## src/rtl/riscv_multicycle_control.sv

```systemverilog
// riscv_multicycle_control: multi-cycle RV32I main control FSM with memory handshake and traps.
// Rev 1.0
`default_nettype none

module riscv_multicycle_control #(
  parameter int MEM_TIMEOUT = 15,
  parameter int TO_W        = 4,
  parameter int RET_W       = 32,
  parameter int ALUOP_W     = 3
) (
  input  logic               clk,
  input  logic               rst,
  input  logic               run,
  input  logic [6:0]         opcode_in,
  input  logic               mem_ready,
  output logic               mem_req,
  output logic               mem_read,
  output logic               mem_write,
  output logic               mem_to_reg,
  output logic               alu_src,
  output logic [ALUOP_W-1:0] alu_op,
  output logic               reg_write,
  output logic               branch,
  output logic [1:0]         fetch_pc,
  output logic               ir_write,
  output logic               pc_write,
  output logic               instr_done,
  output logic [2:0]         state,
  output logic               illegal,
  output logic               timeout,
  output logic [RET_W-1:0]   retired
);

  typedef enum logic [2:0] {
    S_IDLE   = 3'd0,
    S_FETCH  = 3'd1,
    S_DECODE = 3'd2,
    S_EXEC   = 3'd3,
    S_MEM    = 3'd4,
    S_WB     = 3'd5,
    S_TRAP   = 3'd6
  } state_t;

  localparam logic [6:0] OP_R     = 7'b0110011;
  localparam logic [6:0] OP_IMM   = 7'b0010011;
  localparam logic [6:0] OP_LW    = 7'b0000011;
  localparam logic [6:0] OP_S     = 7'b0100011;
  localparam logic [6:0] OP_B     = 7'b1100011;
  localparam logic [6:0] OP_LUI   = 7'b0110111;
  localparam logic [6:0] OP_AUIPC = 7'b0010111;
  localparam logic [6:0] OP_JAL   = 7'b1101111;

  state_t           state_q, state_d;
  logic [6:0]       opc_q, opc_d;
  logic [TO_W-1:0]  wait_q, wait_d;
  logic [RET_W-1:0] retired_q;
  logic             illegal_q, illegal_d;
  logic             timeout_q, timeout_d;

  logic             is_lw, is_s, is_b, legal;
  logic             src_dec, br_dec;
  logic [2:0]       op_dec;
  logic [1:0]       fpc_dec;
  logic [TO_W-1:0]  wait_inc;
  state_t           boundary;

  // Decode of the latched opcode only; opcode_in never reaches the outputs.
  always_comb begin
    legal   = 1'b1;
    src_dec = 1'b0;
    br_dec  = 1'b0;
    op_dec  = 3'b000;
    fpc_dec = 2'b00;
    case (opc_q)
      OP_R:     op_dec = 3'b100;
      OP_IMM:   begin op_dec = 3'b010; src_dec = 1'b1; end
      OP_LW:    begin op_dec = 3'b101; src_dec = 1'b1; end
      OP_S:     begin op_dec = 3'b101; src_dec = 1'b1; end
      OP_B:     begin op_dec = 3'b001; br_dec  = 1'b1; end
      OP_LUI:   src_dec = 1'b1;
      OP_AUIPC: begin src_dec = 1'b1; fpc_dec = 2'b10; end
      OP_JAL:   begin op_dec = 3'b011; br_dec = 1'b1; fpc_dec = 2'b01; end
      default:  legal = 1'b0;
    endcase
  end

  assign is_lw    = (opc_q == OP_LW);
  assign is_s     = (opc_q == OP_S);
  assign is_b     = (opc_q == OP_B);
  assign wait_inc = wait_q + TO_W'(1);
  assign boundary = run ? S_FETCH : S_IDLE;

  always_comb begin
    state_d    = state_q;
    opc_d      = opc_q;
    wait_d     = '0;
    illegal_d  = illegal_q;
    timeout_d  = timeout_q;
    mem_req    = 1'b0;
    mem_read   = 1'b0;
    mem_write  = 1'b0;
    mem_to_reg = 1'b0;
    alu_src    = 1'b0;
    alu_op     = '0;
    reg_write  = 1'b0;
    branch     = 1'b0;
    fetch_pc   = 2'b00;
    ir_write   = 1'b0;
    pc_write   = 1'b0;
    instr_done = 1'b0;
    case (state_q)
      S_IDLE: if (run) state_d = S_FETCH;
      S_FETCH: begin
        mem_req  = 1'b1;
        mem_read = 1'b1;
        if (mem_ready) begin
          ir_write = 1'b1;
          opc_d    = opcode_in;
          state_d  = S_DECODE;
        end else if (wait_inc == TO_W'(MEM_TIMEOUT)) begin
          state_d   = S_TRAP;
          timeout_d = 1'b1;
        end else begin
          wait_d = wait_inc;
        end
      end
      S_DECODE: begin
        if (legal) begin
          state_d = S_EXEC;
        end else begin
          state_d   = S_TRAP;
          illegal_d = 1'b1;
        end
      end
      S_EXEC: begin
        alu_src  = src_dec;
        alu_op   = ALUOP_W'(op_dec);
        branch   = br_dec;
        fetch_pc = fpc_dec;
        if (is_lw || is_s) begin
          state_d = S_MEM;
        end else if (is_b) begin
          pc_write   = 1'b1;
          instr_done = 1'b1;
          state_d    = boundary;
        end else begin
          state_d = S_WB;
        end
      end
      S_MEM: begin
        mem_req   = 1'b1;
        mem_read  = is_lw;
        mem_write = is_s;
        alu_src   = src_dec;
        alu_op    = ALUOP_W'(op_dec);
        if (mem_ready) begin
          if (is_lw) begin
            state_d = S_WB;
          end else begin
            pc_write   = 1'b1;
            instr_done = 1'b1;
            state_d    = boundary;
          end
        end else if (wait_inc == TO_W'(MEM_TIMEOUT)) begin
          state_d   = S_TRAP;
          timeout_d = 1'b1;
        end else begin
          wait_d = wait_inc;
        end
      end
      S_WB: begin
        reg_write  = 1'b1;
        mem_to_reg = is_lw;
        pc_write   = 1'b1;
        instr_done = 1'b1;
        fetch_pc   = fpc_dec;
        state_d    = boundary;
      end
      S_TRAP:  state_d = S_TRAP;
      default: state_d = S_IDLE;
    endcase
  end

  always_ff @(posedge clk or posedge rst) begin
    if (rst) begin
      state_q   <= S_IDLE;
      opc_q     <= '0;
      wait_q    <= '0;
      retired_q <= '0;
      illegal_q <= 1'b0;
      timeout_q <= 1'b0;
    end else begin
      state_q   <= state_d;
      opc_q     <= opc_d;
      wait_q    <= wait_d;
      illegal_q <= illegal_d;
      timeout_q <= timeout_d;
      if (instr_done) retired_q <= retired_q + RET_W'(1);
    end
  end

  assign state   = state_q;
  assign illegal = illegal_q;
  assign timeout = timeout_q;
  assign retired = retired_q;

endmodule

`default_nettype wire

```

## config.mk

```make
export PLATFORM = sky130hd
export DESIGN_NAME = riscv_multicycle_control
export DESIGN_NICKNAME = d
export VERILOG_FILES = /design/src/rtl/riscv_multicycle_control.sv
export SDC_FILE = /design/constraint.sdc
export NUM_CORES = 1
export LEC_CHECK = 0
export ABC_AREA = 1
export BUFFER_PORTS_ARGS = -buffer_cell sky130_fd_sc_hd__buf_2
export CAP_MARGIN = 20
export CORE_MARGIN = 2
export CORE_UTILIZATION = 60
export CTS_CLUSTER_DIAMETER = 120
export DETAILED_ROUTE_END_ITERATION = 12
export GPL_ROUTABILITY_DRIVEN = 0
export GPL_TIMING_DRIVEN = 1
export PLACE_DENSITY = 0.87
export SLEW_MARGIN = 40
export SYNTH_ARGS = -nofsm -noshare
export SYNTH_HDL_FRONTEND = slang
export SYNTH_SLANG_ARGS = --single-unit
export TNS_END_PERCENT = 5
```

## constraint.sdc

```tcl
create_clock -name clk -period 4.1 [get_ports clk]
set_input_delay 0.205 -clock clk [delete_from_list [all_inputs] [get_ports clk]]
set_output_delay 0.205 -clock clk [all_outputs]
set_load 0.02 [all_outputs]
```

# Yosys cells after proc, flatten, opt, wreduce, memory -nomap -nowiden
# Cells that the tools add are included.
[classes]
add_sub_neg = 2
mul = 0
n_div = 0
n_lt_le_gt_ge = 0
n_eq_ne = 16
shifts = 0
muxes = 34
bitwise_logic = 2
reduce_logical = 12
[ops]
columns = ["cell", "n"]
rows = [
  ["$add 32x1->32 const B", 1],
  ["$mux 3", 9],
  ["$eq 7x6->1 const B", 3],
  ["$pmux 3 s7", 1],
  ["$mux 1", 16],
  ["$pmux 3 s5", 1],
  ["$eq 7x5->1 const B", 2],
  ["$eq 7x7->1 const B", 2],
  ["$mux 4", 3],
  ["$reduce_or 2->1", 5],
  ["$eq 3x3->1 const B", 3],
  ["$reduce_or 8->1", 1],
  ["$eq 7x2->1 const B", 1],
  ["$eq 3x2->1 const B", 2],
  ["$reduce_or 5->1", 1],
  ["$add 4x1->4 const B", 1],
  ["$eq 4x4->1 const B", 1],
  ["$pmux 2 s2", 1],
  ["$reduce_and 2->1", 2],
  ["$eq 3x1->1 const B", 1],
  ["$logic_not 3->1", 1],
  ["$pmux 1 s3", 1],
  ["$reduce_and 3->1", 1],
  ["$mux 2", 1],
  ["4 further kinds", 5],
]
[totals]
reg_bits = 48
latch_bits = 0
ram_bits = 0
mem_bits_ro = 0
inputBits = 11
wordCells = 72
mem_count = 0

# Depth between registers and ports, before layout
[depth]
word_depth = 5
depth_mapped = 10
depth_no_buf = 10

# Worst setup path after synthesis
# OpenSTA, ideal clock, no wires.
[synth_timing]
path_type = "register to output"
startpoint = "reg state_q[1], in the netlist state[1]"
endpoint = "out fetch_pc[1]"
t_arrival_ns = 1.498
slack_ns = 2.397
path_stages_with_launch = 6
path_buffers = 0
path_cell_list = "dfrtp_1 > inv_2 > nand3_1 > inv_1 > nor2_1 > nor3_1"
[synth_between]
elab_chain_len = 3
elab_cells_between_ends = 4
classes_between = "2 x eq/ne; 1 x mux; 1 x reduce/logical"
[synth_rtl]
columns = ["item", "line", "rtl"]
rows = [
  ["start, declared", "53", "state_t state_q, state_d;"],
  ["start signal, assigned", "193", "state_q <= state_d;"],
  ["$eq 3x2->1 or $eq 3x3->1 (tied branches)", "111", "case (state_q)"],
  ["$reduce_or 2->1 (no line) *", "n/a", ""],
  ["$mux 2 *", "111", ""],
  ["end, declared", "24", "output logic [1:0] fetch_pc,"],
]
# Mark *: on every way between the ends. The rest lies on a longest branch, timed or not.

# Worst setup path in the final report
[layout_timing]
startpoint = "reg opc_q[1]"
endpoint = "out pc_write"
[layout_between]
elab_chain_len = 4
elab_cells_between_ends = 9
classes_between = "3 x eq/ne; 5 x mux; 1 x reduce/logical"
[layout_rtl]
columns = ["item", "line", "rtl"]
rows = [
  ["start, declared", "54", "logic [6:0] opc_q, opc_d;"],
  ["start signal, assigned", "194", "opc_q <= opc_d;"],
  ["$eq 7x2->1 (tied with other cells)", "87", "assign is_lw = (opc_q == OP_LW);"],
  ["$mux 1 (tied with other cells)", "157", "if (is_lw) begin"],
  ["$mux 1, on equally long branches", "156, 140", ""],
  ["$pmux 1 s3 *", "111", ""],
  ["end, declared", "26", "output logic pc_write,"],
]
# Marks and branches as above.

==> flow_summary.yaml <==
clock_network:
  path_clk_slew_ns: 0.09
  htree_num_levels: 2
  cts_resized: 0
  clock-sinks: 48
  cts_hold_buf: 1
  insertion_delay_ns: 0.30
  cts_setup_buffers: 0
  tritoncts.num_buffers: 5
  cts_tree: "built"
  cts-root-buf: "clkbuf_8"
  clk_path_buf_depth: 2
layout:
  finish.net_count: 579
  syn2layout_area_growth_pct: 13.8
  drive_gt1_share_pct: 14.5
  postLayoutCoreUtil_pct: 70.9
  n_fill_cell: 466
  instances_no_fill: 636
  antenna_cells: 0
  finalInstanceArea_um2: 3650
grt:
  grt_pass1_wl_mm: 13.3
  grt_antenna_before_repair: 0
  overflow: 0
  grt_pass1_vias: 2998
  grt_start_max_net_pins: 49
  grt_use_total_pct: 27.6
setup_path:
  cp-end-kind: "output port"
  cpPeakStageDelay_ns: 0.58
  critPathRequiredTime_ns: 3.89
  cp_slowest_cell: "nand2_4"
  crit_family: "simple AND/OR/NAND/NOR gates"
  crit_arrival_ns: 2.46
  crit_buf_inv: 1
  cp-start-kind: "flop"
  crit_chain: "nand2_1, nor2_4, nand2_1, nand3_2, nand2_4, buf_2"
  crit_fanout: 34
  criticalPathCategory: "flop to output port"
  cpMostUsedCell: "nand2_1"
synth:
  synth.most_common_cell: "nand2_1"
  synthCells: 506
  ys_async_sr_fraction_pct: 100
  synth-seq-cells: 48
  syn_area_um2: 3200
  ys.flop_type: "dfrtp_1"
  syn_nets: 520
  synth_edf_count: 0
  yosysTopAreaCell: "dfrtp_1"
  yosys_warnings: 0
  synth_top_area_share_pct: 37.5
  synthTopCellsByArea: "dfrtp_1 37%, nand2_1 26%, nand3_1 9.4%, nor2_1 7.8%, inv_1 6.0%"
  ys_types: 23
  syn_avg_cell_area_um2: 6.33
  synth_common_cells: "220 x nand2_1, 67 x nor2_1, 60 x nand3_1"
  yosysSeqAreaShare_pct: 37.5
timing:
  min_period_ns: 2.67
  worstMarginPinSlew_ns: 0.701
  maxSlewHeadroom_pct: 53.1
  fin_tns_setup_ns: 0
  max_freq_ghz: 0.375
  rsz0062_at_grt: "no"
  skew_ns: 0.00550
  fin_crit_sh_pct: 65.0
  finalSetupViolCount: 0
  hold_viol: 0
  maxSlewViolCount: 0
  whs_ns: 0.0998
worst_hold_path:
  min_path_type: "input pin to flop"
run:
  drv_cap: 0
drt:
  drc_errors: 0
  wirelength_mm: 7.68
  vias: 3334
  drtPass1Iterations: 7
  ant_nets: 0
  wire_per_inst_um: 12.1
  vias_per_cell: 5.24
  drt_iter0_drc: 260
place:
  io_buffers: 62
  dp_hpwl_mm: 5.63
  place_inst: 627
  dpl_cell_area_um2: 3530
die:
  rows: 26
  io_pins: 63
  die_w_um: 77.1
  die_area_um2: 5940
  die_h_um: 77.1
  core_region_area_um2: 5140
  start_util_pct: 62.3
status:
  outcome: "completed"
power_and_ir_drop:
  power.leakage_nw: 1.97
  ir_drop_mv: 0.366
  p_per_area_nw_per_um2: 407
-- report_power, final --
group,switching (mW),internal (mW)
Sequential,0.0671,0.541
Clock,0.157,0.181
Combinational,0.391,0.145
Total,0.615,0.868
-- layout make-up --
| class | count | area [um^2] | area share (%) |
|---|---|---|---|
| clock inverter | 2 | 35.0 | 0.961 |
| multi-input combinational | 392 | 1720 | 47.2 |
| sequential | 48 | 1200 | 32.9 |
| tap | 70 | 87.6 | 2.40 |
| timing repair buffer | 63 | 320 | 8.79 |
| inverter | 55 | 209 | 5.73 |
| clock buffer | 6 | 72.6 | 1.99 |
-- worst min-delay path, cell delays in order --
cell     delay (ns)
buf_2          0.07
nand2_1        0.04
nand2_1        0.05
-- cells in the final DEF (no fill, tap or decap), types with 3 or more instances in the layout --
| cell type | netlist | layout |
|---|---|---|
| a21oi_1 | 3 | 3 |
| buf_2 | 7 | 62 |
| clkbuf_8 | 0 | 5 |
| dfrtp_1 | 48 | 48 |
| ha_1 | 3 | 3 |
| inv_1 | 51 | 50 |
| inv_2 | 4 | 4 |
| nand2_1 | 220 | 220 |
| nand3_1 | 60 | 60 |
| nand4_1 | 3 | 3 |
| nor2_1 | 67 | 67 |
| nor2_4 | 3 | 3 |
| nor3_1 | 4 | 4 |
| o21ai_0 | 10 | 10 |
| xnor2_1 | 4 | 4 |
| xor2_1 | 9 | 9 |
-- flip-flops by register name, indices dropped and copies added (netlist names) --
name     count
state        3
illegal      1
wait_q       4
opc_q        7
retired     32
timeout      1
-- routing by layer --
metal,part of all wire [%],GRT usage [%],wire (um)
met2,47,44.9,3590
met3,7.4,5.18,566
met4,2.2,11.4,167
met5,0,0,0
met1,44,36.2,3360
-- cell families after synthesis --
| logic type | synth area share [%] |
|---|---|
| flops | 37.5 |
| fa+ha+maj | 1.17 |
| buf+inv | 8.82 |
| simple gates | 46.4 |
| compound gates | 2.54 |
| xor+xnor | 3.55 |
-- stage by stage --
stage,power (mW),setup slack [ns]
final,1.48,1.43
after global routing,1.59,1.26
after CTS,1.49,1.46
after detailed placement,1.15,1.78
after global placement,1.13,1.86
after floorplan,1.04,2.40
-- final timing paths --
path | endpoint | cells past startpoint | start | slack (ns)
max | pc_write | 6 | opc_q[1] | 1.43
min | opc_q[5] | 3 | opcode_in[5] | 0.1
max reg2reg | retired[9] | 7 | opc_q[1] | 1.94
min reg2reg | illegal | 2 | illegal | 0.46
max in group asynchronous | retired[30] | 3 | rst | 3.18
min in group asynchronous | retired[5] | 3 | rst | 0.52
Power figures use the tool's default switching activity.
